<file path="config.mk">
export PLATFORM = sky130hd
export DESIGN_NAME = pipelined_subtractor_flat
export DESIGN_NICKNAME = d
export VERILOG_FILES = /design/src/rtl/pipelined_subtractor_pkg.sv /design/src/rtl/pipelined_subtractor_if.sv /design/src/rtl/pipelined_subtractor_stage.sv /design/src/rtl/pipelined_subtractor.sv /design/src/flat_wrapper.sv
export SDC_FILE = /design/constraint.sdc
export NUM_CORES = 1
export LEC_CHECK = 0
export CORE_MARGIN = 2
export CORE_UTILIZATION = 40
export DETAILED_ROUTE_END_ITERATION = 6
export DONT_BUFFER_PORTS = 1
export GPL_TIMING_DRIVEN = 0
export HOLD_SLACK_MARGIN = 0.08
export MAX_ROUTING_LAYER = met4
export SYNTH_ARGS = -nofsm -noshare
export SYNTH_HDL_FRONTEND = slang
export SYNTH_SLANG_ARGS = --single-unit
</file>
<file path="constraint.sdc">
create_clock -name clk -period 3.69 [get_ports clk]
set_clock_uncertainty 0.2 [all_clocks]
set_input_delay 0.738 -clock clk [delete_from_list [all_inputs] [get_ports clk]]
set_output_delay 0.738 -clock clk [all_outputs]
set_load 0.05 [all_outputs]
</file>
<file path="src/rtl/pipelined_subtractor_pkg.sv">
// -----------------------------------------------------------------------------
// pipelined_subtractor_pkg
// Shared FIR arithmetic package: default datapath geometry and the per-chunk
// subtract primitive used by the pipelined subtractor (and adder family).
// No ports.
// -----------------------------------------------------------------------------
package pipelined_subtractor_pkg;

    localparam int DEF_WIDTH  = 16;
    localparam int DEF_STAGES = 4;
    // Widest chunk the shared primitive handles; callers zero-extend into it.
    localparam int MAX_CHUNK  = 32;

    typedef struct packed {
        logic                 brw;
        logic [MAX_CHUNK-1:0] d;
    } chunk_res_t;

    // {brw, d} = {0,a} - {0,b} - bin. With zero-extended narrower operands the
    // top bit still equals the chunk borrow, because a negative result sets
    // every bit from the chunk MSB+1 upwards.
    function automatic chunk_res_t sub_chunk(input logic [MAX_CHUNK-1:0] a,
                                             input logic [MAX_CHUNK-1:0] b,
                                             input logic                 bin);
        logic [MAX_CHUNK:0] t;
        chunk_res_t         r;
        t     = {1'b0, a} - {1'b0, b} - {{MAX_CHUNK{1'b0}}, bin};
        r.brw = t[MAX_CHUNK];
        r.d   = t[MAX_CHUNK-1:0];
        return r;
    endfunction

endpackage

</file>
<file path="src/rtl/pipelined_subtractor_if.sv">
// -----------------------------------------------------------------------------
// pipelined_subtractor_if
// Operand/result bundle for the pipelined subtractor.
//   ce, in_valid, a, b, bin      : producer -> subtractor
//   out_valid, diff, bout, ovf   : subtractor -> consumer
// master = producer/consumer side, slave = subtractor side.
// -----------------------------------------------------------------------------
interface pipelined_subtractor_if
    import pipelined_subtractor_pkg::*;
#(
    parameter int WIDTH = DEF_WIDTH
);
    logic             ce;
    logic             in_valid;
    logic [WIDTH-1:0] a;
    logic [WIDTH-1:0] b;
    logic             bin;
    logic             out_valid;
    logic [WIDTH-1:0] diff;
    logic             bout;
    logic             ovf;

    modport master (
        output ce, in_valid, a, b, bin,
        input  out_valid, diff, bout, ovf
    );

    modport slave (
        input  ce, in_valid, a, b, bin,
        output out_valid, diff, bout, ovf
    );
endinterface

</file>
<file path="src/rtl/pipelined_subtractor_stage.sv">
// -----------------------------------------------------------------------------
// pipe_sub_stage
// One CHUNK-wide slice of the ripple-borrow pipeline: subtracts the chunk
// operands and incoming borrow, registers difference and borrow out.
// Ports:
//   clk, reset       : clock, async active-high reset
//   i_ce             : clock enable (0 holds registers)
//   i_a, i_b, i_brw  : chunk operands and borrow in
//   o_diff, o_brw    : registered chunk difference and borrow out
// -----------------------------------------------------------------------------
module pipe_sub_stage
    import pipelined_subtractor_pkg::*;
#(
    parameter int CHUNK = 4
) (
    input  logic             clk,
    input  logic             reset,
    input  logic             i_ce,
    input  logic [CHUNK-1:0] i_a,
    input  logic [CHUNK-1:0] i_b,
    input  logic             i_brw,
    output logic [CHUNK-1:0] o_diff,
    output logic             o_brw
);
    chunk_res_t       w_res;
    logic [CHUNK-1:0] r_diff;
    logic             r_brw;

    if (CHUNK > MAX_CHUNK) begin : g_bad_chunk
        $error("pipe_sub_stage: CHUNK exceeds MAX_CHUNK");
    end

    assign w_res = sub_chunk(MAX_CHUNK'(i_a), MAX_CHUNK'(i_b), i_brw);

    // Upper bits of the shared primitive only replicate the borrow here.
    if (CHUNK < MAX_CHUNK) begin : g_pad
        logic w_unused_pad;
        assign w_unused_pad = ^w_res.d[MAX_CHUNK-1:CHUNK];
    end

    always_ff @(posedge clk or posedge reset) begin
        if (reset) begin
            r_diff <= '0;
            r_brw  <= 1'b0;
        end else if (i_ce) begin
            r_diff <= w_res.d[CHUNK-1:0];
            r_brw  <= w_res.brw;
        end
    end

    assign o_diff = r_diff;
    assign o_brw  = r_brw;
endmodule

</file>
<file path="src/rtl/pipelined_subtractor.sv">
// -----------------------------------------------------------------------------
// pipelined_subtractor
// Fully pipelined ripple-borrow subtractor: diff = a - b - bin mod 2^WIDTH,
// one CHUNK resolved per stage, latency STAGES enabled cycles, one result per
// enabled cycle.
// Ports:
//   clk   : clock, rising edge
//   reset : asynchronous active-high reset, clears every pipeline register
//   bus   : slave side of pipelined_subtractor_if (ce, in_valid, a, b, bin ->
//           out_valid, diff, bout, ovf)
// -----------------------------------------------------------------------------
module pipelined_subtractor
    import pipelined_subtractor_pkg::*;
#(
    parameter int WIDTH  = DEF_WIDTH,
    parameter int STAGES = DEF_STAGES
) (
    input  logic                   clk,
    input  logic                   reset,
    pipelined_subtractor_if.slave  bus
);
    localparam int CHUNK = WIDTH / STAGES;

    if (STAGES < 1 || (WIDTH % STAGES) != 0) begin : g_bad_geom
        $error("pipelined_subtractor: WIDTH must be a multiple of STAGES >= 1");
    end

    // Operands as seen by stage k, stage outputs, and deskewed result chunks.
    logic [STAGES-1:0][CHUNK-1:0] w_a_stg;
    logic [STAGES-1:0][CHUNK-1:0] w_b_stg;
    logic [STAGES-1:0][CHUNK-1:0] w_d_stg;
    logic [STAGES-1:0][CHUNK-1:0] w_d_out;
    logic [STAGES-1:0]            w_brw;
    logic [STAGES:1]              r_vld;
    logic                         r_a_msb;
    logic                         r_b_msb;

    for (genvar k = 0; k < STAGES; k++) begin : g_lane
        localparam int DSK = STAGES - 1 - k;
        logic [CHUNK-1:0] w_a_in;
        logic [CHUNK-1:0] w_b_in;
        logic             w_brw_in;

        assign w_a_in = bus.a[k*CHUNK +: CHUNK];
        assign w_b_in = bus.b[k*CHUNK +: CHUNK];

        // Chunk k is delayed k cycles so it meets the borrow from chunk k-1.
        if (k == 0) begin : g_noskew
            assign w_a_stg[k] = w_a_in;
            assign w_b_stg[k] = w_b_in;
            assign w_brw_in   = bus.bin;
        end else begin : g_skew
            logic [k-1:0][CHUNK-1:0] r_a_sk;
            logic [k-1:0][CHUNK-1:0] r_b_sk;
            always_ff @(posedge clk or posedge reset) begin
                if (reset) begin
                    r_a_sk <= '0;
                    r_b_sk <= '0;
                end else if (bus.ce) begin
                    r_a_sk[0] <= w_a_in;
                    r_b_sk[0] <= w_b_in;
                    for (int j = 1; j < k; j++) begin
                        r_a_sk[j] <= r_a_sk[j-1];
                        r_b_sk[j] <= r_b_sk[j-1];
                    end
                end
            end
            assign w_a_stg[k] = r_a_sk[k-1];
            assign w_b_stg[k] = r_b_sk[k-1];
            assign w_brw_in   = w_brw[k-1];
        end

        pipe_sub_stage #(.CHUNK(CHUNK)) u_stage (
            .clk    (clk),
            .reset  (reset),
            .i_ce   (bus.ce),
            .i_a    (w_a_stg[k]),
            .i_b    (w_b_stg[k]),
            .i_brw  (w_brw_in),
            .o_diff (w_d_stg[k]),
            .o_brw  (w_brw[k])
        );

        // Early chunks wait for the top chunk to finish.
        if (DSK == 0) begin : g_nodeskew
            assign w_d_out[k] = w_d_stg[k];
        end else begin : g_deskew
            logic [DSK-1:0][CHUNK-1:0] r_d_dsk;
            always_ff @(posedge clk or posedge reset) begin
                if (reset) begin
                    r_d_dsk <= '0;
                end else if (bus.ce) begin
                    r_d_dsk[0] <= w_d_stg[k];
                    for (int j = 1; j < DSK; j++) begin
                        r_d_dsk[j] <= r_d_dsk[j-1];
                    end
                end
            end
            assign w_d_out[k] = r_d_dsk[DSK-1];
        end
    end

    // Valid shift register and the operand sign bits that travel with the
    // final stage so overflow is judged against the registered top chunk.
    always_ff @(posedge clk or posedge reset) begin
        if (reset) begin
            r_vld   <= '0;
            r_a_msb <= 1'b0;
            r_b_msb <= 1'b0;
        end else if (bus.ce) begin
            r_vld[1] <= bus.in_valid;
            for (int j = 2; j <= STAGES; j++) begin
                r_vld[j] <= r_vld[j-1];
            end
            r_a_msb <= w_a_stg[STAGES-1][CHUNK-1];
            r_b_msb <= w_b_stg[STAGES-1][CHUNK-1];
        end
    end

    assign bus.out_valid = r_vld[STAGES];
    assign bus.diff      = w_d_out;
    assign bus.bout      = w_brw[STAGES-1];
    assign bus.ovf       = (r_a_msb ^ r_b_msb) & (r_a_msb ^ w_d_stg[STAGES-1][CHUNK-1]);
endmodule

</file>
<file path="src/flat_wrapper.sv">
// flat-port wrapper written by rule: the top's interface ports become plain ports
module pipelined_subtractor_flat import pipelined_subtractor_pkg::*;
#(
    parameter int WIDTH  = DEF_WIDTH,
    parameter int STAGES = DEF_STAGES
)
  (clk, reset, bus_ce, bus_in_valid, bus_a, bus_b, bus_bin, bus_out_valid, bus_diff, bus_bout, bus_ovf);
  pipelined_subtractor_if #(.WIDTH(WIDTH)) bus_i ();
  input  logic clk;
  input  logic reset;
  input wire logic [$bits(bus_i.ce)-1:0] bus_ce;
  input wire logic [$bits(bus_i.in_valid)-1:0] bus_in_valid;
  input wire logic [$bits(bus_i.a)-1:0] bus_a;
  input wire logic [$bits(bus_i.b)-1:0] bus_b;
  input wire logic [$bits(bus_i.bin)-1:0] bus_bin;
  output wire logic [$bits(bus_i.out_valid)-1:0] bus_out_valid;
  output wire logic [$bits(bus_i.diff)-1:0] bus_diff;
  output wire logic [$bits(bus_i.bout)-1:0] bus_bout;
  output wire logic [$bits(bus_i.ovf)-1:0] bus_ovf;
  assign bus_i.ce = bus_ce;
  assign bus_i.in_valid = bus_in_valid;
  assign bus_i.a = bus_a;
  assign bus_i.b = bus_b;
  assign bus_i.bin = bus_bin;
  assign bus_out_valid = bus_i.out_valid;
  assign bus_diff = bus_i.diff;
  assign bus_bout = bus_i.bout;
  assign bus_ovf = bus_i.ovf;
  pipelined_subtractor #(.WIDTH(WIDTH), .STAGES(STAGES)) u_core (.clk(clk), .reset(reset), .bus(bus_i));
endmodule
</file>
==> metrics.txt, run 1 <==
Worst-path clk slew 90 ps; Post-Syn Instances 356; max incr delay on CP 740 ps; uppermost routed layer met4; layout cells sized above 1 17.2%; # port buffers 0; grt ovf 0; Unique masters post-synth 30; area grow syn2layout 9.33%; EDFF count, synth 0; Via density 4.97; WP data arrival 1950 ps; Final Slew Violations 0; ys flop type dfrtp_1; DP Wirelength 5810 µm; DRC 0; Post-CTS Hold Buffers 0; met1 WL 3570 µm; initial antenna violation count 2; synth top area cells dfrtp_1 (55%), mux2_1 (9.9%), ha_1 (6.7%), mux2_2 (6.6%), inv_1 (1.9%); Reg2Reg Depth 8; Slowest cell on crit path o21ai_1; Routed Antenna Nets 0; fin crit share 78.4%; crit-path max FO 4; post-route setup TNS 0 ps; metal2 WL 3560 µm; TritonRoute pass-1 iters 4; slew at the pin with the worst max-slew slack 962 ps; status completed; Final Hold Vio Count 0; CTS resizes 0; post-synth top area cell dfrtp_1; area fraction of the dominant cell type after synthesis 55.1%; total of warnings raised by yosys 0; Critical Path, Cell by Cell nand2b_1, o21ai_1; Core Rows 38; first-pass GRT wire length 13,400 µm; die height 110 µm; 1st-iter DRT viols 132; wire per inst 15.1 µm; FF+latch count, synth 98; total wire length 7760 µm; final core occ 44.9%; Crit. End Element output pin; worst vdd ir 0.207 mV; Post-layout nets 433; syn nets 421; WL met3 485 µm; die area 0.0120 mm²; kind of critical path reg -> out; Startpoint Class flip-flop; GRT Util Overall 15.3%; CTS Buffer Depth 2; TritonCTS buffer count 9; P_leak 2.17 nW; clk root buf clkbuf_8; Reg-to-Reg End u_core.g_lane[1].u_stage.o_diff[3]; buffer and inverter count on the worst path 0; most frequent cell after synthesis dfrtp_1; vias in the first global route 2,682; Vias 2,560; final worst path period need 2890 ps; Die W 110 µm; Core ar. 0.0108 mm²; maximum clock rate 0.346 GHz; clk sink count 98; final setup fails 0; post-CTS setup buffers 0; largest net degree at the start of global routing 59; Initial Util 41.1%; reg2reg setup slack 1480 ps; Hold Slack 86.1 ps; delay-heaviest family, CP compound AO/OA/AOI/OAI gates; Maximum Capacitance Violations 0; H-tree Lvls 3; Synth Cell Area 0.00445 mm²; Post-synth top cells dfrtp_1 (98), mux2_1 (39), mux2_2 (26); Slew headroom 35.4%; Mean Syn Cell Area 12.5 µm²; GP Congestion 0.818; CTS tree built; Worst Hold Class in -> async; Async SR Flop Fraction 100%; clk_lat worst skew 360 ps; I/O pin total 56; RSZ-0062 raised after global routing false; launch point of the worst reg-to-reg path u_core.g_lane[1].g_skew.r_a_sk[0]; register area share after synthesis 55.1%; required time of the worst setup path 2750 ps; pwr/cell area 635 mW/mm²
-- flip-flops by register name, summed over array words and instances (netlist names) --
register                        flops
u_core.r_vld                        4
u_core.r_b_msb                      1
u_core.bus.diff                     8
u_core.g_lane.g_skew.r_a_sk        24
u_core.g_lane.u_stage.o_brw         4
u_core.g_lane.u_stage.o_diff       16
u_core.g_lane.g_deskew.r_d_dsk     16
u_core.g_lane.g_skew.r_b_sk        24
u_core.r_a_msb                      1
-- final cells by class --
cell class / instances / area, µm²
fill: 1028 / 5970
sequential: 98 / 2450
multi-input combinational: 213 / 1790
tap: 140 / 175
clock buffer: 12 / 155
buffer: 23 / 129
inverter: 22 / 85.1
clock inverter: 4 / 50.0
timing repair buffer: 1 / 27.5
antenna: 2 / 5.00
-- power breakdown --
group	leakage [nW]	switching [W]	internal, W
clock network	0.0986	0.000355	0.000350
logic	0.936	0.000415	0.000330
registers	1.13	0.000324	0.00132
total	2.17	0.00109	0.00200
-- routing by layer --
layer | global-route usage [%] | vias to the layer above
met1 | 20.2 | 1256
met2 | 22.1 | 48
li1 | - | 1243
met4 | 7.32 | 0
met3 | 3.73 | 13
met5 | - | -
-- worst register-to-register path: stages, from the launching register on --
cell and delay (ps):
dfrtp_1 360, inv_1 90, ha_1 170, inv_1 50
fa_1 400, xnor2_1 190, and3_4 200, or3_1 300
a31oi_1 160
-- through the flow --
stage | setup WS [ps] | power [W] | instance area [µm²] | std cells
after global routing | 716 | 0.00329 | 4870 | 515
after global placement | -834 | 0.00239 | 4630 | 496
final | 798 | 0.00309 | 4870 | 515
after CTS | 746 | 0.00314 | 4860 | 513
after detailed placement | 1160 | 0.00242 | 4660 | 497
after floorplan | 190 | 0.00225 | 4450 | 356
-- placed cells by master (no fill, tap or decap), types with 2 or more instances in the layout --
master	Yosys	final
a21boi_0	4	4
a21oi_1	15	15
a31oi_1	8	8
and3_1	3	3
and3b_1	3	3
buf_1	4	4
buf_2	10	10
buf_4	8	8
clkbuf_1	1	2
clkbuf_8	0	11
clkinvlp_4	0	2
dfrtp_1	98	98
diode_2	0	2
fa_1	4	4
ha_1	24	24
inv_1	22	21
mux2_1	39	39
mux2_2	26	26
nand2_1	14	14
nand2b_1	4	4
nand3b_1	5	5
nor2_1	19	19
nor2b_1	3	3
o211ai_1	4	4
o21ai_0	8	7
o21ai_1	14	15
or3_1	4	4
xnor2_1	2	2
xor2_1	6	6
-- cells by family after synthesis --
kind of cell | synth area share [%]
AOI/OAI and AO/OA | 6.99
xor gates and xnor gates | 1.57
adders and majority gates | 8.54
buffers and inverters | 4.75
DFF | 55.1
muxes | 16.4
and+or+nand+nor | 6.66
-- worst max path at each step --
stage / start / to / slack [ps] / cells past startpoint
floorplan: reset / u_core.bus.diff[0] / 190 / 1
global route: u_core.g_lane[3].u_stage.o_diff[3] / bus_ovf / 720 / 2
finish: u_core.g_lane[3].u_stage.o_diff[3] / bus_ovf / 800 / 2
CTS: u_core.g_lane[3].u_stage.o_diff[3] / bus_ovf / 750 / 2
detailed placement: u_core.g_lane[3].u_stage.o_diff[3] / bus_ovf / 1160 / 2
global placement: reset / u_core.g_lane[2].g_skew.r_a_sk[3] / -830 / 1
(Power assumes the default switching activity.)
==> run 2: changes to the inputs <==
- clock period: 3.69 -> 2.41 ns (I/O delays scaled with it)
==> run 2 against run 1 <==
Net effect: via count is 3.2% higher; setup slack worse by 660 ps; core utilization is 2.5 points higher; sequential power is 54% higher; die area stayed put; flip-flop and latch count stayed put; global-route usage is 0.23 points lower; largest cell class unchanged; largest power group unchanged.
==> metrics.txt, run 2 (synthesized netlist as in run 1, its figures left out) <==
status completed; Reg-to-Reg End u_core.g_lane[1].u_stage.o_diff[3]; grt ovf 0 (unchanged); wire per inst 14.4 µm (-4.6%); TritonCTS buffer count 9 (unchanged); crit-path max FO 4 (unchanged); total power 0.00473 W (+53%); 1st-iter DRT viols 114 (-14%); clk_lat worst skew 360 ps (about the same); Startpoint Class flip-flop; Initial Util 41.1% (unchanged); H-tree Lvls 3 (unchanged); commonest non-fill, non-tap cell in the layout dfrtp_1; required time of the worst setup path 1730 ps (-1020 ps); CTS tree built; biggest regs u_core.g_lane.g_skew.r_a_sk x24, u_core.g_lane.g_skew.r_b_sk x24; Via density 4.91 (-1.2%); Hold Path Cell Cnt 2; Worst Hold Class in -> reg; first-pass GRT wire length 13,300 µm (-0.21%); Crit. End Element output pin; Maximum Capacitance Violations 0 (unchanged); CTS Buffer Depth 2 (unchanged); n_diodes 0 (-2); reg2reg setup slack 260 ps (-1220 ps); worst vdd ir 0.374 mV (+81%); clk sink count 98 (unchanged); clk root buf clkbuf_8; Routed Antenna Nets 0 (unchanged); I/O pin total 56 (unchanged); RSZ-0062 raised after global routing false; Final Slew Violations 0 (unchanged); final setup fails 0 (unchanged); Post-layout nets 460 (+6.2%); Seq. cell area 0.00245 mm² (unchanged); pwr/cell area 920 mW/mm² (+45%); DRC 0 (unchanged); Vias 2,642 (+3.2%); Slew headroom 58.9% (+23 points); post-route setup TNS 0 ps (unchanged); post-CTS setup buffers 0 (unchanged); fin crit share 94.4%; Final Hold Vio Count 0 (unchanged); area grow syn2layout 15.3%; die height 110 µm (unchanged); # port buffers 0 (unchanged); kind of critical path reg -> out; largest net degree at the start of global routing 44 (-25%); Core ar. 0.0108 mm² (unchanged); TritonRoute pass-1 iters 4 (unchanged); initial antenna violation count 0 (-2); die area 0.0120 mm² (unchanged); hold worst-path end u_core.g_lane[0].u_stage.o_diff[0]; most frequent cells in the layout dfrtp_1 (98), mux2_1 (39), mux2_2 (26), dlygate4sd3_1 (26), ha_1 (24); GP Congestion 0.786 (-3.8%); layout cells sized above 1 16.3% (-0.83 points); vias in the first global route 2,755 (+2.7%); Hold Crit Start bus_bin; fillcell total 1,013 (-1.5%); Multi-input gate area 0.00180 mm² (+0.63%); Die W 110 µm (unchanged); maximum clock rate 0.439 GHz; Reg2Reg Depth 8 (unchanged); total wire length 7740 µm (-0.30%); Core Rows 38 (unchanged); launch point of the worst reg-to-reg path u_core.g_lane[1].g_skew.r_a_sk[0]; GRT Util Overall 15.0% (-0.23 points); final worst path period need 2280 ps; P_leak 2.27 nW (+4.8%); WP data arrival 1590 ps (-360 ps); slew at the pin with the worst max-slew slack 615 ps (-347 ps); DP Wirelength 5640 µm (-2.8%); Worst-path clk slew 90 ps (about the same)
-- run 2: area by class of cell --
cell class	instances	area share, %
inverters	22	1.68
plain buffers	23	2.51
clock inverters	4	1.05
well taps	140	3.41
flip-flops and latches	98	47.7
repair buffers	28	5.85
multi-input cells	213	35.1
clock buffers	10	2.68
-- run 2: worst max-delay path by stage --
stage                                             startpoint                  to  slack (ps)
after floorplan           u_core.g_lane[3].u_stage.o_diff[3]             bus_ovf         230
after global routing      u_core.g_lane[3].u_stage.o_diff[3]             bus_ovf          80
final                     u_core.g_lane[3].u_stage.o_diff[3]             bus_ovf         130
after CTS                 u_core.g_lane[3].u_stage.o_diff[3]             bus_ovf         100
after global placement                                 reset  u_core.bus.diff[0]          60
after detailed placement  u_core.g_lane[3].u_stage.o_diff[3]             bus_ovf         140
-- run 2: what timing repair did --
action                                  CTS  global route
endpoints found under the setup margin    1             0
gates resized for setup                   2             0
hold buffers                             26             0
endpoints found under the hold margin    49             0
-- run 2: metrics by stage --
stage	area (µm²)	hold WS (ps)	cells	utilization, %	setup slack [ps]
floorplan	4460	248	356	-	234
global placement	4630	263	496	42.7	59.9
detailed placement	4670	255	498	43.1	139
CTS	5140	107	538	47.4	99.0
global route	5140	120	538	47.4	81.5
finish	5140	127	538	47.4	134
-- run 2: routing by layer --
layer,track usage [%],vias to the layer above,routed length (µm)
met2,22.0,41,3510
met1,20.0,1297,3770
li1,-,1292,-
met4,7.78,0,174
met3,2.85,12,280
met5,-,-,0
-- run 2: power breakdown --
group | switching (W) | leakage, nW | internal, W
clock | 0.000534 | 0.0904 | 0.000498
sequential | 0.000501 | 1.13 | 0.00202
combinational | 0.000639 | 1.05 | 0.000539
-- run 2: worst max-delay path, stage by stage, from the launching register on --
cell,delay [ps]
dfrtp_1,610
nand2b_1,280
o21ai_4,340
==> run 3: changes to the inputs <==
- CORE_UTILIZATION: 40 -> 57
- CTS_CLUSTER_DIAMETER: not set -> 80
- PLACE_DENSITY: not set -> 0.75
==> run 3 against run 2 <==
Net effect: cell area is 0.78% lower; first-iteration DRC count down 42%; combinational power about the same; die area shrank 29%; critical path depth stayed put; via count grew 2.2%; register-to-register slack worse by 40 ps; wire length shrank 1.1%; fmax fell by 3.2%.
==> metrics.txt, run 3 (synthesized netlist as in run 1, its figures left out) <==
status completed; Crit. End Element output pin; Final Hold Vio Count 0 (unchanged); most frequent cells in the layout dfrtp_1 (98), mux2_1 (39), mux2_2 (26), dlygate4sd3_1 (26), ha_1 (24); Routed Antenna Nets 0 (unchanged); launch point of the worst reg-to-reg path u_core.g_lane[1].g_skew.r_a_sk[0]; Slew headroom 51.6% (-7.3 points); die area 0.00854 mm² (-29%); final worst path period need 2350 ps (+75.2 ps); TritonRoute pass-1 iters 4 (unchanged); post-route setup TNS 0 ps (unchanged); GP Congestion 0.828 (+5.2%); post-CTS setup buffers 0 (unchanged); Hold Path Cell Cnt 2 (unchanged); worst vdd ir 0.593 mV (+58%); biggest regs u_core.g_lane.g_skew.r_a_sk x24, u_core.g_lane.g_skew.r_b_sk x24; final setup fails 0 (unchanged); hold worst-path end u_core.g_lane[0].u_stage.o_diff[0]; H-tree Lvls 3 (unchanged); clk root buf clkbuf_8; die height 92.4 µm (-16%); Hold Crit Start bus_bin; Startpoint Class flip-flop; clk sink count 98 (unchanged); Die W 92.4 µm (-16%); pre-CTS setup slack 156 ps (+17.0 ps); n_diodes 0 (unchanged); grt ovf 0 (unchanged); Maximum Capacitance Violations 0 (unchanged); P_leak 2.28 nW (+0.61%); Vias 2,699 (+2.2%); CTS Buffer Depth 2 (unchanged); TritonCTS buffer count 9 (unchanged); Initial Util 58.2% (+17 points); Hold Slack 140 ps (+13.0 ps); 1st-iter DRT viols 66 (-42%); vias in the first global route 2,719 (-1.3%); CTS tree built; Reg-to-Reg End u_core.g_lane[1].u_stage.o_diff[3]; Final Slew Violations 0 (unchanged); maximum clock rate 0.425 GHz (-3.2%); area grow syn2layout 14.4%; DRC 0 (unchanged); pwr/cell area 943 mW/mm² (+2.4%); crit-path max FO 4 (unchanged); fin crit share 97.5% (+3.1 points); I/O pin total 56 (unchanged); total wire length 7650 µm (-1.1%); Worst-path clk slew 80 ps (about the same); Via density 5.40 (+9.9%); first-pass GRT wire length 13,000 µm (-2.7%); largest net degree at the start of global routing 36 (-18%); Core Rows 32 (-16%); wire per inst 15.3 µm (+6.4%); layout cells sized above 1 16.1% (-0.25 points); clk_lat worst skew 360 ps (about the same); Post-layout nets 460 (unchanged); Core ar. 0.00765 mm² (-29%); RSZ-0062 raised after global routing false; final worst slack 59.2 ps (-75.2 ps); Worst Hold Class in -> reg; kind of critical path reg -> out; required time of the worst setup path 1730 ps (about the same); # port buffers 0 (unchanged); DP Wirelength 5610 µm (-0.51%); WP data arrival 1670 ps (+80 ps); Reg2Reg Depth 8 (unchanged); GRT Util Overall 20.3% (+5.2 points); slew at the pin with the worst max-slew slack 725 ps (+109 ps); reg2reg setup slack 220 ps (-40 ps); initial antenna violation count 0 (unchanged); commonest non-fill, non-tap cell in the layout dfrtp_1
-- run 3: cell types whose count changed in the layout (fill, tap and decap cells not counted) --
cell / change
o21ai_4: -1
clkinv_2: +1
bufinv_16: +1
clkinvlp_4: -2
o21ai_2: +1
clkinv_4: -1
clkbuf_1: +1
-- run 3: cell type report --
| type | count | area [µm²] |
|---|---|---|
| Tap cell | 102 | 128 |
| Multi-Input combinational cell | 213 | 1790 |
| Sequential cell | 98 | 2450 |
| Inverter | 22 | 86.3 |
| Buffer | 23 | 129 |
| Timing Repair Buffer | 28 | 300 |
| Clock buffer | 11 | 141 |
| Clock inverter | 3 | 65.1 |
| Fill cell | 551 | 2550 |
-- run 3: power by group --
part | leakage (nW) | total, W | internal, W | switching [W]
logic | 1.05 | 0.00118 | 0.000534 | 0.000643
registers | 1.13 | 0.00251 | 0.00202 | 0.000490
clock network | 0.105 | 0.00112 | 0.000601 | 0.000522
total | 2.28 | 0.00480 | 0.00315 | 0.00165
-- run 3: worst max-delay path, stage by stage, from the launching register on --
cell	delay (ps)
dfrtp_1	590
nand2b_1	260
o21ai_2	460
-- run 3: repair_timing --
item,4_1_cts,5_1_grt
resized for setup,1,0
endpoints found under the setup margin,1,0
endpoints found under the hold margin,56,0
hold buffers,26,0
-- run 3: metal layers --
layer | share of wire [%] | vias up | GRT usage, %
li1 | - | 1287 | -
met5 | 0 | - | -
met3 | 3.7 | 10 | 3.17
met1 | 46 | 1346 | 27.5
met4 | 2.1 | 0 | 9.83
met2 | 48 | 56 | 30.2
-- run 3: worst max-delay path by stage --
| stage | from | endpoint | slack [ps] | cells after the start |
|---|---|---|---|---|
| after floorplan | u_core.g_lane[3].u_stage.o_diff[3] | bus_ovf | 230 | 2 |
| after global placement | reset | u_core.bus.diff[1] | 110 | 1 |
| after detailed placement | bus_a[0] | u_core.g_lane[0].u_stage.o_diff[3] | 160 | 7 |
| after CTS | u_core.g_lane[3].u_stage.o_diff[3] | bus_ovf | 50 | 2 |
| after global routing | u_core.g_lane[3].u_stage.o_diff[3] | bus_ovf | 30 | 2 |
| final | u_core.g_lane[3].u_stage.o_diff[3] | bus_ovf | 60 | 2 |
-- run 3: metrics by stage --
step	utilization (%)	power [W]	instances	area (µm²)
after floorplan	-	0.00345	356	4460
after global placement	60.0	0.00363	458	4590
after detailed placement	60.5	0.00369	460	4630
after CTS	66.6	0.00484	500	5100
after global routing	66.6	0.00507	500	5100
final	66.6	0.00480	500	5100
